<file path="src/rtl/branch_pkg.sv">
// Shared definitions for the branch sequencing controller.
// Contents:
//   OPC_BRANCH            - B-type major opcode (1100011)
//   F3_*                  - funct3 codes for the six conditional branches
//   RF_TIMEOUT_DEFAULT    - default READ-state wait limit for rf_ack
//   state_t               - controller FSM state encoding
//   is_legal_branch()     - opcode/funct3 legality test used in DECODE
package branch_pkg;

  localparam logic [6:0] OPC_BRANCH = 7'b1100011;

  localparam logic [2:0] F3_BEQ  = 3'b000;
  localparam logic [2:0] F3_BNE  = 3'b001;
  localparam logic [2:0] F3_BLT  = 3'b100;
  localparam logic [2:0] F3_BGE  = 3'b101;
  localparam logic [2:0] F3_BLTU = 3'b110;
  localparam logic [2:0] F3_BGEU = 3'b111;

  localparam int RF_TIMEOUT_DEFAULT = 15;

  typedef enum logic [2:0] {
    IDLE   = 3'd0,
    DECODE = 3'd1,
    READ   = 3'd2,
    EXEC   = 3'd3,
    DONE   = 3'd4
  } state_t;

  // funct3 values 010 and 011 are unused in the branch opcode space
  function automatic logic is_legal_branch(input logic [6:0] opcode,
                                           input logic [2:0] funct3);
    return (opcode == OPC_BRANCH) && (funct3 != 3'b010) && (funct3 != 3'b011);
  endfunction

endpackage

</file>
<file path="src/rtl/b_field_imm.sv">
// Combinational field splitter and B-type immediate assembler.
// Ports:
//   instr_word - 32-bit instruction word (in)
//   rs1, rs2   - source register indices (out)
//   funct3     - branch condition selector (out)
//   opcode     - major opcode (out)
//   imm        - sign-extended byte offset, bit 0 always zero (out)
module b_field_imm (
  input  logic [31:0] instr_word,
  output logic [4:0]  rs1,
  output logic [4:0]  rs2,
  output logic [2:0]  funct3,
  output logic [6:0]  opcode,
  output logic [31:0] imm
);

  assign rs2    = instr_word[24:20];
  assign rs1    = instr_word[19:15];
  assign funct3 = instr_word[14:12];
  assign opcode = instr_word[6:0];

  // The 13-bit offset is scattered across the imm_B_MSB/imm_B_LSB fields;
  // bit 12 (instr[31]) is replicated for the sign extension.
  assign imm = {{19{instr_word[31]}}, instr_word[31], instr_word[7],
                instr_word[30:25], instr_word[11:8], 1'b0};

endmodule

</file>
<file path="src/rtl/branch_seq_ctrl.sv">
// Multi-cycle branch resolution controller.
// Accepts one B-type instruction at a time, reads its two operands from a
// handshaked register file, evaluates the branch and presents the result
// until the consumer takes it.
// Ports:
//   clk, rst                   - clock, synchronous active-high reset
//   in_valid/in_ready          - instruction handshake (ready only in IDLE)
//   instr_word, pc             - instruction and its address
//   rf_req, rf_rs1, rf_rs2     - register-file read request and indices
//   rf_ack, rf_rdata1/2        - register-file response
//   out_valid/out_ready        - result handshake
//   taken, next_pc             - branch outcome
//   illegal, misaligned,
//   rf_timeout                 - mutually exclusive error flags
module branch_seq_ctrl
  import branch_pkg::*;
#(
  parameter int RF_TIMEOUT = RF_TIMEOUT_DEFAULT
) (
  input  logic        clk,
  input  logic        rst,
  input  logic        in_valid,
  output logic        in_ready,
  input  logic [31:0] instr_word,
  input  logic [31:0] pc,
  output logic        rf_req,
  output logic [4:0]  rf_rs1,
  output logic [4:0]  rf_rs2,
  input  logic        rf_ack,
  input  logic [31:0] rf_rdata1,
  input  logic [31:0] rf_rdata2,
  output logic        out_valid,
  input  logic        out_ready,
  output logic        taken,
  output logic [31:0] next_pc,
  output logic        illegal,
  output logic        misaligned,
  output logic        rf_timeout
);

  localparam logic [7:0] TIMEOUT_CNT = 8'(RF_TIMEOUT);

  state_t      state_q, state_d;
  logic [31:0] instr_q, instr_d;
  logic [31:0] pc_q, pc_d;
  logic [31:0] op1_q, op1_d;
  logic [31:0] op2_q, op2_d;
  logic [31:0] next_pc_q, next_pc_d;
  logic [4:0]  rs1_q, rs1_d;
  logic [4:0]  rs2_q, rs2_d;
  logic [7:0]  cnt_q, cnt_d;
  logic        taken_q, taken_d;
  logic        illegal_q, illegal_d;
  logic        mis_q, mis_d;
  logic        timeout_q, timeout_d;

  logic [4:0]  f_rs1, f_rs2;
  logic [2:0]  f_funct3;
  logic [6:0]  f_opcode;
  logic [31:0] f_imm;
  logic [31:0] pc_plus4;
  logic [31:0] target;
  logic        cond;

  b_field_imm u_field (
    .instr_word (instr_q),
    .rs1        (f_rs1),
    .rs2        (f_rs2),
    .funct3     (f_funct3),
    .opcode     (f_opcode),
    .imm        (f_imm)
  );

  assign pc_plus4 = pc_q + 32'd4;
  assign target   = pc_q + f_imm;

  // Branch condition on the latched operands; only meaningful in EXEC,
  // where funct3 is already known to be one of the six legal codes.
  always_comb begin
    cond = 1'b0;
    case (f_funct3)
      F3_BEQ:  cond = (op1_q == op2_q);
      F3_BNE:  cond = (op1_q != op2_q);
      F3_BLT:  cond = ($signed(op1_q) <  $signed(op2_q));
      F3_BGE:  cond = ($signed(op1_q) >= $signed(op2_q));
      F3_BLTU: cond = (op1_q <  op2_q);
      F3_BGEU: cond = (op1_q >= op2_q);
      default: cond = 1'b0;
    endcase
  end

  // Next-state and datapath updates. Result registers are only written on
  // acceptance (cleared) and on the single transition into DONE, so they
  // stay stable for the whole DONE hold.
  always_comb begin
    state_d   = state_q;
    instr_d   = instr_q;
    pc_d      = pc_q;
    op1_d     = op1_q;
    op2_d     = op2_q;
    next_pc_d = next_pc_q;
    rs1_d     = rs1_q;
    rs2_d     = rs2_q;
    cnt_d     = cnt_q;
    taken_d   = taken_q;
    illegal_d = illegal_q;
    mis_d     = mis_q;
    timeout_d = timeout_q;

    case (state_q)
      IDLE: begin
        if (in_valid) begin
          instr_d   = instr_word;
          pc_d      = pc;
          next_pc_d = '0;
          taken_d   = 1'b0;
          illegal_d = 1'b0;
          mis_d     = 1'b0;
          timeout_d = 1'b0;
          state_d   = DECODE;
        end
      end

      DECODE: begin
        rs1_d = f_rs1;
        rs2_d = f_rs2;
        if (!is_legal_branch(f_opcode, f_funct3)) begin
          illegal_d = 1'b1;
          next_pc_d = pc_plus4;
          state_d   = DONE;
        end else begin
          cnt_d   = 8'd1;
          state_d = READ;
        end
      end

      // cnt_q holds the number of the current READ cycle; an ack on the
      // last permitted cycle still wins over the timeout.
      READ: begin
        if (rf_ack) begin
          op1_d   = rf_rdata1;
          op2_d   = rf_rdata2;
          cnt_d   = '0;
          state_d = EXEC;
        end else if (cnt_q >= TIMEOUT_CNT) begin
          timeout_d = 1'b1;
          next_pc_d = pc_plus4;
          cnt_d     = '0;
          state_d   = DONE;
        end else begin
          cnt_d = cnt_q + 8'd1;
        end
      end

      // A taken branch to a non-word-aligned target is suppressed and
      // reported instead of redirecting the fetch.
      EXEC: begin
        if (cond && (target[1:0] != 2'b00)) begin
          mis_d     = 1'b1;
          taken_d   = 1'b0;
          next_pc_d = pc_plus4;
        end else begin
          taken_d   = cond;
          next_pc_d = cond ? target : pc_plus4;
        end
        state_d = DONE;
      end

      DONE: begin
        if (out_ready) begin
          state_d = IDLE;
        end
      end

      default: state_d = IDLE;
    endcase
  end

  // State register with synchronous reset; an in-flight instruction is
  // simply discarded.
  always_ff @(posedge clk) begin
    if (rst) begin
      state_q   <= IDLE;
      instr_q   <= '0;
      pc_q      <= '0;
      op1_q     <= '0;
      op2_q     <= '0;
      next_pc_q <= '0;
      rs1_q     <= '0;
      rs2_q     <= '0;
      cnt_q     <= '0;
      taken_q   <= 1'b0;
      illegal_q <= 1'b0;
      mis_q     <= 1'b0;
      timeout_q <= 1'b0;
    end else begin
      state_q   <= state_d;
      instr_q   <= instr_d;
      pc_q      <= pc_d;
      op1_q     <= op1_d;
      op2_q     <= op2_d;
      next_pc_q <= next_pc_d;
      rs1_q     <= rs1_d;
      rs2_q     <= rs2_d;
      cnt_q     <= cnt_d;
      taken_q   <= taken_d;
      illegal_q <= illegal_d;
      mis_q     <= mis_d;
      timeout_q <= timeout_d;
    end
  end

  assign in_ready   = (state_q == IDLE);
  assign rf_req     = (state_q == READ);
  assign out_valid  = (state_q == DONE);
  assign rf_rs1     = rs1_q;
  assign rf_rs2     = rs2_q;
  assign taken      = taken_q;
  assign next_pc    = next_pc_q;
  assign illegal    = illegal_q;
  assign misaligned = mis_q;
  assign rf_timeout = timeout_q;

endmodule

</file>
<file path="config.mk">
export PLATFORM = sky130hd
export DESIGN_NAME = branch_seq_ctrl
export DESIGN_NICKNAME = d
export VERILOG_FILES = /design/src/rtl/branch_pkg.sv /design/src/rtl/b_field_imm.sv /design/src/rtl/branch_seq_ctrl.sv
export SDC_FILE = /design/constraint.sdc
export NUM_CORES = 1
export LEC_CHECK = 0
export BUFFER_PORTS_ARGS = -buffer_cell sky130_fd_sc_hd__buf_2
export CELL_PAD_IN_SITES_DETAIL_PLACEMENT = 2
export CELL_PAD_IN_SITES_GLOBAL_PLACEMENT = 2
export CORE_MARGIN = 2
export CORE_UTILIZATION = 35
export DETAILED_ROUTE_END_ITERATION = 8
export GPL_TIMING_DRIVEN = 1
export PLACE_DENSITY_LB_ADDON = 0.2
export SYNTH_ARGS = -nofsm -noshare
export SYNTH_HDL_FRONTEND = slang
export SYNTH_SLANG_ARGS = --single-unit
</file>
<file path="constraint.sdc">
create_clock -name clk -period 6.7 [get_ports clk]
set_clock_uncertainty 0.15 [all_clocks]
set_input_delay 1.005 -clock clk [delete_from_list [all_inputs] [get_ports clk]]
set_output_delay 1.005 -clock clk [all_outputs]
set_load 0.005 [all_outputs]
</file>
After elaboration in Yosys (flattened, before gate mapping)
Index checks and enable logic that the tools add are counted.
{ "op_classes": {"n_addsub": 3, "n_mul": 0, "div_mod_pow": 0, "order_cmp": 5, "eq_ne": 22, "shift": 0, "mux": 28, "bitwise": 0, "reduce_logical": 20} }
{ "ops": {"columns": ["op", "count"], "rows": [
  ["32-bit two-way mux", 6],
  ["32-bit one-hot mux with 4 select lines", 1],
  ["32-bit >= comparator", 2],
  ["32-bit < comparator", 2],
  ["32-bit by 3-bit adder with 32-bit output, second input constant", 1],
  ["32-bit adder", 1],
  ["32-bit == test", 1],
  ["32-bit != test", 1],
  ["8-bit two-way mux", 3],
  ["8-bit one-hot mux with 2 select lines", 1],
  ["3-bit == test, second input constant", 5],
  ["3-bit two-way mux", 5],
  ["3-bit one-hot mux with 5 select lines", 1],
  ["2-bit != test, second input constant", 5],
  ["2-bit nonzero test", 5],
  ["3-bit AND reduction", 3],
  ["8-bit by 1-bit adder with 8-bit output, second input constant", 1],
  ["8-bit by 4-bit >= comparator with 1-bit output, second input constant", 1],
  ["1-bit one-hot mux with 2 select lines", 4],
  ["2-bit AND reduction", 4],
  ["7-bit == test, second input constant", 1],
  ["3-bit by 1-bit == test with 1-bit output, second input constant", 2],
  ["3-bit by 2-bit == test with 1-bit output, second input constant", 2],
  ["3-bit logical NOT", 2],
  ["9 further kinds", 18]
]} }
{ "totals": {"ff_bits": 185, "latchBits": 0, "ramBits": 0, "rom_bits": 0, "inputBits": 133, "output_inout_bits": 49, "wordCells": 91, "memories": 0} }

Depth between registers and ports, before layout
Gate-level depths: netlist of run 1.
{ "logic_depth": {"depth_word": 5, "depth_mapped": 12, "ltp_nobuf": 11} }

Modules after synthesis
From an unflattened synthesis of run 1, not the netlist that was laid out.
{ "hier_totals": {"hier_cells": 1349, "area_unflattened_um2": 10421.2} }
{ "modules_own_cells": {"columns": ["mod", "instances", "cells_per_inst", "area_per_inst_um2", "seq_area_each_um2"], "rows": [
  ["branch_seq_ctrl", 1, 1296, 10027.1, 3703.6],
  ["b_field_imm", 1, 53, 394.1, 0.0]
]} }

Worst setup path before layout of run 1
Ideal clock, no wire load.
{ "synth_path": {"path_type": "flip-flop to flip-flop", "startpoint": "register op2_q[23]", "endpoint": "register next_pc_q[4], in the netlist next_pc[4]", "setup_time_ps": 88, "arrival_ps": 3298, "t_required_ps": 6462, "path_slack_ps": 3164, "stages_incl_launch_ff": 13, "path_buffers": 1, "period_less_slack_ps": 3536, "cell_sequence": "dfxtp_1 > inv_1 > ha_1 > a211o_1 > a21oi_1 > o211ai_1 > a311o_1 > nor3_1 > mux2_2 > o31a_1 > buf_6 > or4_1 > a311oi_2"} }
{ "synth_via": {"elab_chain_len": 5, "word_cells_on_any_way": 11, "classes_between": "order compare (4); eq/ne (2); mux (4); reduce/logical (1)"} }
{ "synth_lines": {"columns": ["element", "line", "rtl"], "rows": [
  ["start: declaration", "branch_seq_ctrl.sv:47", "logic [31:0] op2_q, op2_d;"],
  ["start signal: assignment", "branch_seq_ctrl.sv:201", "op2_q <= op2_d;"],
  ["32-bit >= comparator (tied with other cells)", "branch_seq_ctrl.sv:87", "F3_BGEU: cond = (op1_q >= op2_q);"],
  ["1-bit one-hot mux with 6 select lines (*)", "branch_seq_ctrl.sv:81", "case (f_funct3)"],
  ["32-bit two-way mux or 1-bit logical AND (tied branches)", "branch_seq_ctrl.sv:164, branch_seq_ctrl.sv:158", null],
  ["32-bit two-way mux (*)", "branch_seq_ctrl.sv:158", "if (cond && (target[1:0] != 2'b00)) begin"],
  ["32-bit one-hot mux with 4 select lines (*)", "branch_seq_ctrl.sv:110", "case (state_q)"],
  ["end signal: assignment", "branch_seq_ctrl.sv:202", "next_pc_q <= next_pc_d;"],
  ["end: declaration", "branch_seq_ctrl.sv:48", "logic [31:0] next_pc_q, next_pc_d;"]
]} }
Every way passes the cells marked *; elsewhere a longest branch is shown, timed or not.
A chain may end at the register's enable or synchronous reset.

Worst setup path after layout of run 1
{ "layout_path": {"startpoint": "register op2_q[31]", "endpoint": "register next_pc_q[26], in the netlist next_pc[26]"} }
The elaborated chain is that of the path after synthesis.

==> run summary, run 1 <==
Outcome: completed
Per-cell via count in the routed design: 5.44
Startpoint type of the worst setup path: flip-flop
Worst Max-Slew Pin Slew: 1.11 ns
Final critical path time including I/O delays and setup: 4.25 ns
DR pass1 iterations: 4
Drt drc: 0
Fmax: 0.235 GHz
Register bit count reported by yosys: 185
Max-slew violation total from the final report: 0
Critical path buffer and inverter count: 1
Ordered cell list for the critical path: inv_1 > ha_1 > nand4_1 > nor4_2 > nand3_1 > nor4b_1 > a2111oi_0 > nand4_1 > a31oi_4 > o21ai_0 > a311oi_1
Source of the worst hold timing path: instr_q[16]$_SDFFE_PP0P_
Netlist cell types: 60
Post-route antenna net violation count: 0
Top cells by area, synth: dfxtp_1 (37%), nand2_1 (12%), a21oi_1 (8.8%)
Htree depth: 4
Worst path arrival time: 4.45 ns
Endpoint of the lowest-slack register-to-register path: next_pc[26]$_SDFFE_PP0P_
Worst setup slack after layout: 2.45 ns
Critical path endpoint category: flip-flop
Iteration-0 DRC Markers: 451
Die area: 0.0302 mm²
Number of enable flip-flop cells after synthesis: 0
Number of rows in the core area: 62
Fraction of layout instances using a drive strength above 1: 16.2%
Cell area after synthesis: 0.0101 mm²
Period utilization: 63.5%
Via count: 10100
First-pass GRT wire length: 57.1 mm
Number of nets in the synthesized netlist: 1529
Aggregate global-route resource usage: 23.4%
IO Port Bufs: 181
Reg2reg path depth: 11
Fraction of synthesis flops using an asynchronous set or reset pin: 0%
Mean post-synth cell area: 7.57 µm²
Cell type contributing the most total cell area after synthesis: dfxtp_1
Part of the Yosys area used for sequential elements: 36.8%
Count of endpoints failing setup in the final report: 0
Routed wire length per instance: 18.9 µm
Setup CP Type: flip-flop to flip-flop
Data required, critical path: 6.90 ns
Most frequent cells after synthesis: nand2_1 (324), dfxtp_1 (185), a21oi_1 (177), nor2_1 (83), clkbuf_1 (70)
Overall power consumption: 2.54 mW
Maximum clock path buffer count: 2
Peak supply drop: 173 µV
Top_reg_cell synth: dfxtp_1
Worst hold path class: flip-flop to flip-flop
Post-CTS clock slew at the launch and capture registers of the worst setup and hold paths: 0.07 ns
Vias in the first global route: 10900
Setup repair bufs after CTS: 0
CTS tree: built
Std-Cell Core Area: 0.0285 mm²
Final WL: 35.3 mm
Die X: 174 µm
P&R area growth vs syn: 17.4%
Initial cell density of the core: 35.3%
Resized cells post-CTS: 0
End point of the most critical hold path: rf_rs1[1]$_SDFFE_PP0P_
Fin. Hold Viols: 0
Num CTS Buffers: 17
# clock sinks: 185
Die Ht: 174 µm
Half-perimeter wire length of the detailed placement result: 25.3 mm
Setup slack on the worst flop-to-flop path: 2.45 ns
Cell with the largest stage delay on the worst path: a31oi_4
Source-to-sink clock delay at the later pin of the worst-skew pair: 0.45 ns
Slew Limit Headroom: 26.1%
Synth Warn #: 0
Post-placement cell area: 0.0113 mm²
Number of antenna violations at the first check in global routing: 1
Post-placement worst setup slack: 2.41 ns
Library cell used as clock root buffer: clkbuf_16
IO Count: 182
Cell count of the worst hold path: 2
Leakage power figure: 4.91 nW
Number of hold buffers added after CTS: 0
GPL Wtd Cong: 0.861
Number of instances in the synthesized netlist: 1331
Max FO, Critical Path: 27
Power per unit of standard cell area: 215 mW/mm²
Unrepaired setup endpoints after global routing: no
Post-synth top area share: 36.8%
Design area: 0.0118 mm²
Maximum single-stage delay on the critical path: 0.82 ns
Pin count of the biggest net entering global routing: 97
Library cell appearing most often on the critical path: nand4_1
Remaining Overflow, GRT: 0
Number of nets at the end of the flow: 1664
Final total negative setup slack: 0 ns
Origin of the critical flop-to-flop path: op2_q[31]$_SDFFE_PP0P_
Dominant cell by count in the synthesized netlist: nand2_1
CP delay by family, top: compound AO/OA/AOI/OAI gates
Max-capacitance violation count: 0
-- per-layer routing --
layer	up-vias	share of wire, %	track usage [%]
met5	-	0	0
met4	0	2.5	7.81
met3	48	2.9	3.62
met2	164	52	43.6
met1	5005	43	27.2
li1	4918	-	-
-- state kept, by name, summed over array words and instances (netlist names) --
name,cells
instr_q,32
next_pc,32
op1_q,32
op2_q,32
pc_q,32
cnt_q,8
rf_rs1,5
rf_rs2,5
state_q,3
illegal,1
misaligned,1
rf_timeout,1
taken,1
-- worst min-delay path, stage by stage, from the launching register on --
cell and delay (ns):
dfxtp_1 0.31, nand2_1 0.05, a21oi_1 0.05
-- placed cells by master, fill, tap and decap left out, types with 6 or more instances in the layout --
master	count
inv_1	48
a21o_1	21
a31oi_1	8
nand2_1	322
o21ai_0	37
nor2_1	83
and4_1	6
buf_4	11
xor2_1	30
a22oi_1	7
and3_1	23
buf_2	180
o211ai_1	8
o21a_1	9
nor4_1	6
a311oi_1	23
nand4_1	25
xnor2_1	20
o21bai_1	9
a21oi_1	177
nor3_1	14
clkbuf_16	17
or3_1	19
ha_1	64
dfxtp_1	185
nand3_1	28
-- stage by stage --
stage          std cells  util [%]  hold slack, ns
3_5_place_dp        1831      39.5           0.301
4_1_cts             1863      41.4           0.311
3_3_place_gp        1831      39.5           0.287
2_1_floorplan       1331         -           0.282
5_1_grt             1864      41.4           0.324
6_report            1864      41.4           0.310
-- kinds of logic (layout without fill, tap and decap cells) --
| family | after synthesis | in the layout | share of synthesized area, % |
|---|---|---|---|
| flops | 185 | 185 | 36.8 |
| fa+ha+maj | 65 | 65 | 8.15 |
| mux | 4 | 4 | 0.410 |
| simple gates | 560 | 560 | 24.5 |
| compound gates | 343 | 343 | 21.1 |
| other cells | 0 | 1 | 0 |
| buf+inv | 124 | 272 | 4.71 |
| xor+xnor | 50 | 50 | 4.35 |
-- power breakdown --
part / switching (mW) / total (mW) / internal [mW]
Sequential: 0.0448 / 1.19 / 1.14
Clock: 0.493 / 0.988 / 0.495
Combinational: 0.232 / 0.366 / 0.134
Total: 0.770 / 2.54 / 1.77
-- worst max-delay path by stage --
stage                           start                        to  slack, ns  cells after the start
4_1_cts        op2_q[31]$_SDFFE_PP0P_  next_pc[26]$_SDFFE_PP0P_       2.41                     11
2_1_floorplan  op2_q[23]$_SDFFE_PP0P_   next_pc[4]$_SDFFE_PP0P_       3.16                     12
3_5_place_dp   op2_q[31]$_SDFFE_PP0P_  next_pc[13]$_SDFFE_PP0P_       2.41                     11
3_3_place_gp   op2_q[31]$_SDFFE_PP0P_  next_pc[30]$_SDFFE_PP0P_       2.64                     11
5_1_grt        op2_q[31]$_SDFFE_PP0P_  next_pc[15]$_SDFFE_PP0P_       1.98                     11
6_report       op2_q[31]$_SDFFE_PP0P_  next_pc[26]$_SDFFE_PP0P_       2.45                     11
-- cell type report --
cell class	count	area, µm²
diodes	1	2.50
clock buffers	18	439
multi-input cells	1022	5910
clock inverters	14	116
inverters	48	180
repair buffers	192	995
flip-flops and latches	185	3700
well taps	384	480
fillers	3419	16700
(Power assumes the default switching activity.)
==> inputs of run 2 (changes only) <==
CORE_UTILIZATION = 32   (was 35)
clock period = 4.09 ns   (was 6.7 ns; I/O delays follow)
==> run 2 against run 1 <==
Clock power rose by 66%. Sequential share of layout area fell by 0.22 points. Combinational power rose by 66%. Die area rose by 9.2%. Utilization fell by 2.8 points. Register-to-register slack got worse by 2.3 ns. Sequential cell count did not move. Non-clock buffer count rose by 8. Worst hold slack got worse by 0.057 ns. Highest routed layer unchanged.
==> run summary, run 2 (same netlist as run 1, synthesis figures left out) <==
Max FO, Critical Path: 9
GPL Wtd Cong: 0.847
Drt drc: 0
Die X: 181 µm
Post-placement cell area: 0.0113 mm²
Library cell used as clock root buffer: clkbuf_16
Cell count of the worst hold path: 3
Htree depth: 4
Number of antenna violations at the first check in global routing: 1
Reg2reg path depth: 12
Critical path endpoint category: flip-flop
Maximum single-stage delay on the critical path: 0.40 ns
Worst Max-Slew Pin Slew: 1.01 ns
Setup repair bufs after CTS: 0
Outcome: completed
Max-slew violation total from the final report: 0
Number of rows in the core area: 64
Max-capacitance violation count: 0
Number of hold buffers added after CTS: 0
Non-filler cells, final: 1884
Top sig layer: met4
Number of nets at the end of the flow: 1672
Ordered cell list for the critical path: inv_1 > ha_1 > a21oi_1 > o21ai_0 > a221oi_2 > nor2b_1 > nor3_1 > mux2_2 > o31a_1 > buf_4 > or3_1 > a311oi_1
Fin. Hold Viols: 0
DR pass1 iterations: 4
Worst path arrival time: 4.10 ns
Maximum clock path buffer count: 2
Worst hold path class: input pin to flip-flop
Post-CTS clock slew at the launch and capture registers of the worst setup and hold paths: 0.07 ns
Iteration-0 DRC Markers: 455
Power per unit of standard cell area: 352 mW/mm²
Startpoint type of the worst setup path: flip-flop
Number of gates on the worst path with buffers counted: 12
Count of endpoints failing setup in the final report: 0
CP delay by family, top: compound AO/OA/AOI/OAI gates
CTS tree: built
Std-Cell Core Area: 0.0308 mm²
Routed length on met2: 18.0 mm
Half-perimeter wire length of the detailed placement result: 26.0 mm
Most frequent standard cell in the layout excluding fill and tap cells: nand2_1
Pin count of the biggest net entering global routing: 69
Slew Limit Headroom: 32.6%
# clock sinks: 185
Combined flip-flop and latch cell area: 0.00370 mm²
Post-route met1 wirelength: 16.0 mm
Count of placed standard cells including taps: 1851
Leakage power figure: 4.95 nW
Vias in the first global route: 10500
Count of filler cells inserted in the layout: 3663
Period utilization: 95.7%
Per-cell via count in the routed design: 5.30
Data required, critical path: 4.28 ns
Die Ht: 181 µm
Most frequent cells in the layout: nand2_1 (322), dfxtp_1 (185), buf_2 (180)
Fmax: 0.255 GHz
Peak supply drop: 294 µV
Final WL: 35.4 mm
Post-route antenna net violation count: 0
Via count: 9978
Hold Worst Slack: 0.253 ns
Met3 Wirelength: 1.12 mm
Area used by multi-input combinational logic: 0.00592 mm²
Initial cell density of the core: 32.7%
Remaining Overflow, GRT: 0
Critical path buffer and inverter count: 2
Die area: 0.0329 mm²
Setup CP Type: flip-flop to flip-flop
IO Port Bufs: 181
IO Count: 182
Routed wire length per instance: 18.8 µm
Source-to-sink clock delay at the later pin of the worst-skew pair: 0.44 ns
Num CTS Buffers: 17
Fraction of layout instances using a drive strength above 1: 16.6%
First-pass GRT wire length: 56.5 mm
Fraction of the core area covered by cells at the end of the flow: 38.6%
Cell with the largest stage delay on the worst path: mux2_2
Design area: 0.0119 mm²
Aggregate global-route resource usage: 21.5%
Final critical path time including I/O delays and setup: 3.92 ns
P&R area growth vs syn: 18.3%
==> run 2: changes by cell type in the layout (fill, tap and decap cells not counted), sizes merged <==
cell	delta
bufinv	+1
clkbuf	+1
inv	-2
buf	+8
clkinvlp	+3
clkinv	-3
==> run 2: stage by stage <==
stage               worst slack, ns   TNS [ns]  total power [mW]
finish                        0.175          0              4.19
global route              -0.000524  -0.000524              4.39
CTS                         0.00862          0              4.25
detailed placement           0.0695          0              2.60
global placement              0.301          0              2.57
floorplan                     0.554          0              2.33
==> run 2: worst min-delay path, delay by kind of cell <==
family          cells  cell delay [ns]
compound gates      1             0.05
simple gates        1             0.04
buf+inv             1             0.09
==> run 2: power breakdown <==
group	internal (mW)	switching, mW
Clock	0.848	0.795
Combinational	0.226	0.383
Sequential	1.87	0.0714
Total	2.94	1.25
==> run 2: final timing paths <==
| kind | startpoint | slack (ns) | to |
|---|---|---|---|
| max | op2_q[11]$_SDFFE_PP0P_ | 0.17 | next_pc[15]$_SDFFE_PP0P_ |
| min | pc[3] | 0.25 | pc_q[3]$_SDFFE_PP0P_ |
| max reg2reg | op2_q[11]$_SDFFE_PP0P_ | 0.17 | next_pc[15]$_SDFFE_PP0P_ |
| min reg2reg | instr_q[6]$_SDFFE_PP0P_ | 0.31 | instr_q[6]$_SDFFE_PP0P_ |
==> run 2: area by class of cell <==
class	instances	share of cell area, %
Clock inverter	13	1.02
Multi-Input combinational cell	1022	49.7
Tap cell	396	4.16
Inverter	48	1.51
Timing Repair Buffer	200	8.88
Antenna cell	1	0.0210
Clock buffer	19	3.63
Sequential cell	185	31.1
==> run 2: routing by layer <==
metal | track usage [%] | vias to the layer above
li1 | - | 4928
met1 | 26.8 | 4885
met2 | 39.1 | 147
met3 | 3.47 | 18
met4 | 4.13 | 0
met5 | 0 | -
==> run 2: what timing repair did <==
item                                   4_1_cts  5_1_grt
resized for setup                            1        3
endpoints found under the hold margin        0        0
setup endpoints to repair                    1       25
==> inputs of run 3 (changes only) <==
ABC_AREA = 1   (was default)
CORE_UTILIZATION = 31   (was 32)
==> run 3 against run 2 <==
Critical path depth increased by 5. Final area increased by 3.4%. First-iteration DRC count decreased by 8.6%. Critical path type unchanged. Critical endpoint is now next_pc[1]$_SDFFE_PP0P_.
==> run summary, run 3 <==
Synth Warn #: 0
Std-Cell Core Area: 0.0328 mm²
Fraction of synthesis flops using an asynchronous set or reset pin: 0%
Most frequent standard cell in the layout excluding fill and tap cells: nand2_1
Num CTS Buffers: 17
Design area: 0.0123 mm²
Setup repair bufs after CTS: 0
Slew Limit Headroom: 37.4%
Combined flip-flop and latch cell area: 0.00370 mm²
DR pass1 iterations: 4
Resized cells post-CTS: 0
Die area: 0.0349 mm²
Iteration-0 DRC Markers: 416
Per-cell via count in the routed design: 5.02
Critical path buffer and inverter count: 2
Fmax: 0.299 GHz
Via count: 10600
Mean post-synth cell area: 6.94 µm²
Part of the Yosys area used for sequential elements: 35.7%
Worst Max-Slew Pin Slew: 0.927 ns
Maximum clock path buffer count: 2
Post-synth top area share: 35.7%
Library cell used as clock root buffer: clkbuf_16
Top_reg_cell synth: dfxtp_1
Number of antenna violations at the first check in global routing: 2
Ordered cell list for the critical path: inv_1 > ha_1 > nand2_1 > nor3_1 > nor2b_1 > nand2_2 > nand2_1 > o21ai_1 > inv_1 > nand2_2 > nor2_4 > nand3_4 > nand2_4 > nand2_2 > nand2_1 > nand2_1 > a21oi_1
Post-route antenna net violation count: 0
Number of instances in the synthesized netlist: 1494
Final WL: 38.6 mm
Peak supply drop: 319 µV
Area used by multi-input combinational logic: 0.00583 mm²
Final critical path time including I/O delays and setup: 3.34 ns
Fraction of the core area covered by cells at the end of the flow: 37.6%
Top cells by area, synth: dfxtp_1 (36%), nand2_1 (9.7%), a21oi_1 (9.3%)
Register bit count reported by yosys: 185
Max-slew violation total from the final report: 0
Source-to-sink clock delay at the later pin of the worst-skew pair: 0.47 ns
Non-filler cells, final: 2102
Unrepaired setup endpoints after global routing: no
Data required, critical path: 4.32 ns
Post-CTS clock slew at the launch and capture registers of the worst setup and hold paths: 0.08 ns
Period utilization: 81.7%
Aggregate global-route resource usage: 22.4%
IO Port Bufs: 181
Library cell appearing most often on the critical path: nand2_1
Routed wire length per instance: 18.4 µm
Number of nets in the synthesized netlist: 1692
Count of endpoints failing setup in the final report: 0
CTS tree: built
Number of nets at the end of the flow: 1844
P&R area growth vs syn: 18.8%
Max-capacitance violation count: 0
Count of filler cells inserted in the layout: 3973
Half-perimeter wire length of the detailed placement result: 28.7 mm
Cell type contributing the most total cell area after synthesis: dfxtp_1
Count of placed standard cells including taps: 2069
Pin count of the biggest net entering global routing: 80
Vias in the first global route: 11400
Startpoint type of the worst setup path: flip-flop
Maximum single-stage delay on the critical path: 0.48 ns
Die X: 187 µm
Cell with the largest stage delay on the worst path: nand2_4
Critical path endpoint category: flip-flop
Power per unit of standard cell area: 403 mW/mm²
Number of hold buffers added after CTS: 0
CP delay by family, top: simple AND/OR/NAND/NOR gates
Most frequent cells after synthesis: nand2_1 (268), a21oi_1 (192), dfxtp_1 (185), o21ai_0 (177), nor2_1 (171)
Worst path arrival time: 3.57 ns
Initial cell density of the core: 31.6%
Fin. Hold Viols: 0
Setup CP Type: flip-flop to flip-flop
Most frequent cells in the layout: nand2_1 (267), a21oi_1 (192), dfxtp_1 (185)
Final total negative setup slack: 0 ns
Dominant cell by count in the synthesized netlist: nand2_1
Max FO, Critical Path: 31
Remaining Overflow, GRT: 0
Netlist cell types: 53
Post-placement cell area: 0.0117 mm²
Htree depth: 4
Drt drc: 0
Number of enable flip-flop cells after synthesis: 0
# clock sinks: 185
Cell area after synthesis: 0.0104 mm²
Leakage power figure: 5.44 nW
Outcome: completed
Worst hold path class: input pin to flip-flop
Number of rows in the core area: 66
First-pass GRT wire length: 62.6 mm
IO Count: 182
Die Ht: 187 µm
GPL Wtd Cong: 0.819
Fraction of layout instances using a drive strength above 1: 16.3%
==> run 3: cell types whose count changed in the layout (fill, tap and decap cells not counted), sizes merged, moves of 18 or more <==
cell and delta:
a311oi -24, a21oi +18, inv +103, nand3 +41, o21ai +147, nor2 +99, a21o -20, nand2 -50
or3 -19, and3 -22
==> run 3: path summary, 6_finish.rpt <==
check                         startpoint                       to  slack (ns)  cells after the start
setup / recovery  op2_q[15]$_SDFFE_PP0P_  next_pc[1]$_SDFFE_PP0P_        0.75                     17
hold / removal                    pc[18]    pc_q[18]$_SDFFE_PP0P_        0.22                      3
setup reg to reg  op2_q[15]$_SDFFE_PP0P_  next_pc[1]$_SDFFE_PP0P_        0.75                     17
hold reg to reg    cnt_q[4]$_SDFFE_PP0P_    cnt_q[4]$_SDFFE_PP0P_        0.30                      2
==> run 3: cell families (layout without fill, tap and decap cells) <==
kind of cell	after synthesis	in the layout	share of synthesized area [%]
adders and majority gates	65	65	7.91
and+or+nand+nor	577	577	24.2
xor gates and xnor gates	45	45	3.80
other	0	1	0
DFF	185	185	35.7
buffers and inverters	220	385	8.21
AOI/OAI and AO/OA	402	402	20.1
==> run 3: through the flow <==
step	worst slack (ns)	total power, mW	hold WS, ns
3_3_place_gp	0.860	3.20	0.281
5_1_grt	0.373	5.27	0.216
4_1_cts	0.737	5.04	0.202
3_5_place_dp	0.762	3.24	0.293
6_report	0.749	4.97	0.223
2_1_floorplan	1.68	2.79	0.269
==> run 3: cell type report <==
class | count | share of cell area, %
Clock buffer | 21 | 3.90
Multi-Input combinational cell | 1089 | 47.3
Antenna cell | 1 | 0.0203
Tap cell | 442 | 4.49
Sequential cell | 185 | 30.1
Clock inverter | 11 | 1.09
Timing Repair Buffer | 199 | 8.45
Inverter | 154 | 4.70
==> run 3: layer usage <==
metal | global-route usage (%) | routed length [µm]
met2 | 37.6 | 18100
met4 | 4.82 | 366
met5 | 0 | 13
met3 | 3.98 | 1420
met1 | 30.0 | 18700
==> run 3: tightest hold or removal path, delay by kind of cell <==
kind	cells	cell delay [ns]
simple gates	2	0.12
buf+inv	1	0.08
==> run 3: report_power, final <==
part | internal [mW] | switching, mW | total (mW)
clock | 0.975 | 0.797 | 1.77
combinational | 0.387 | 0.754 | 1.14
sequential | 1.93 | 0.131 | 2.06
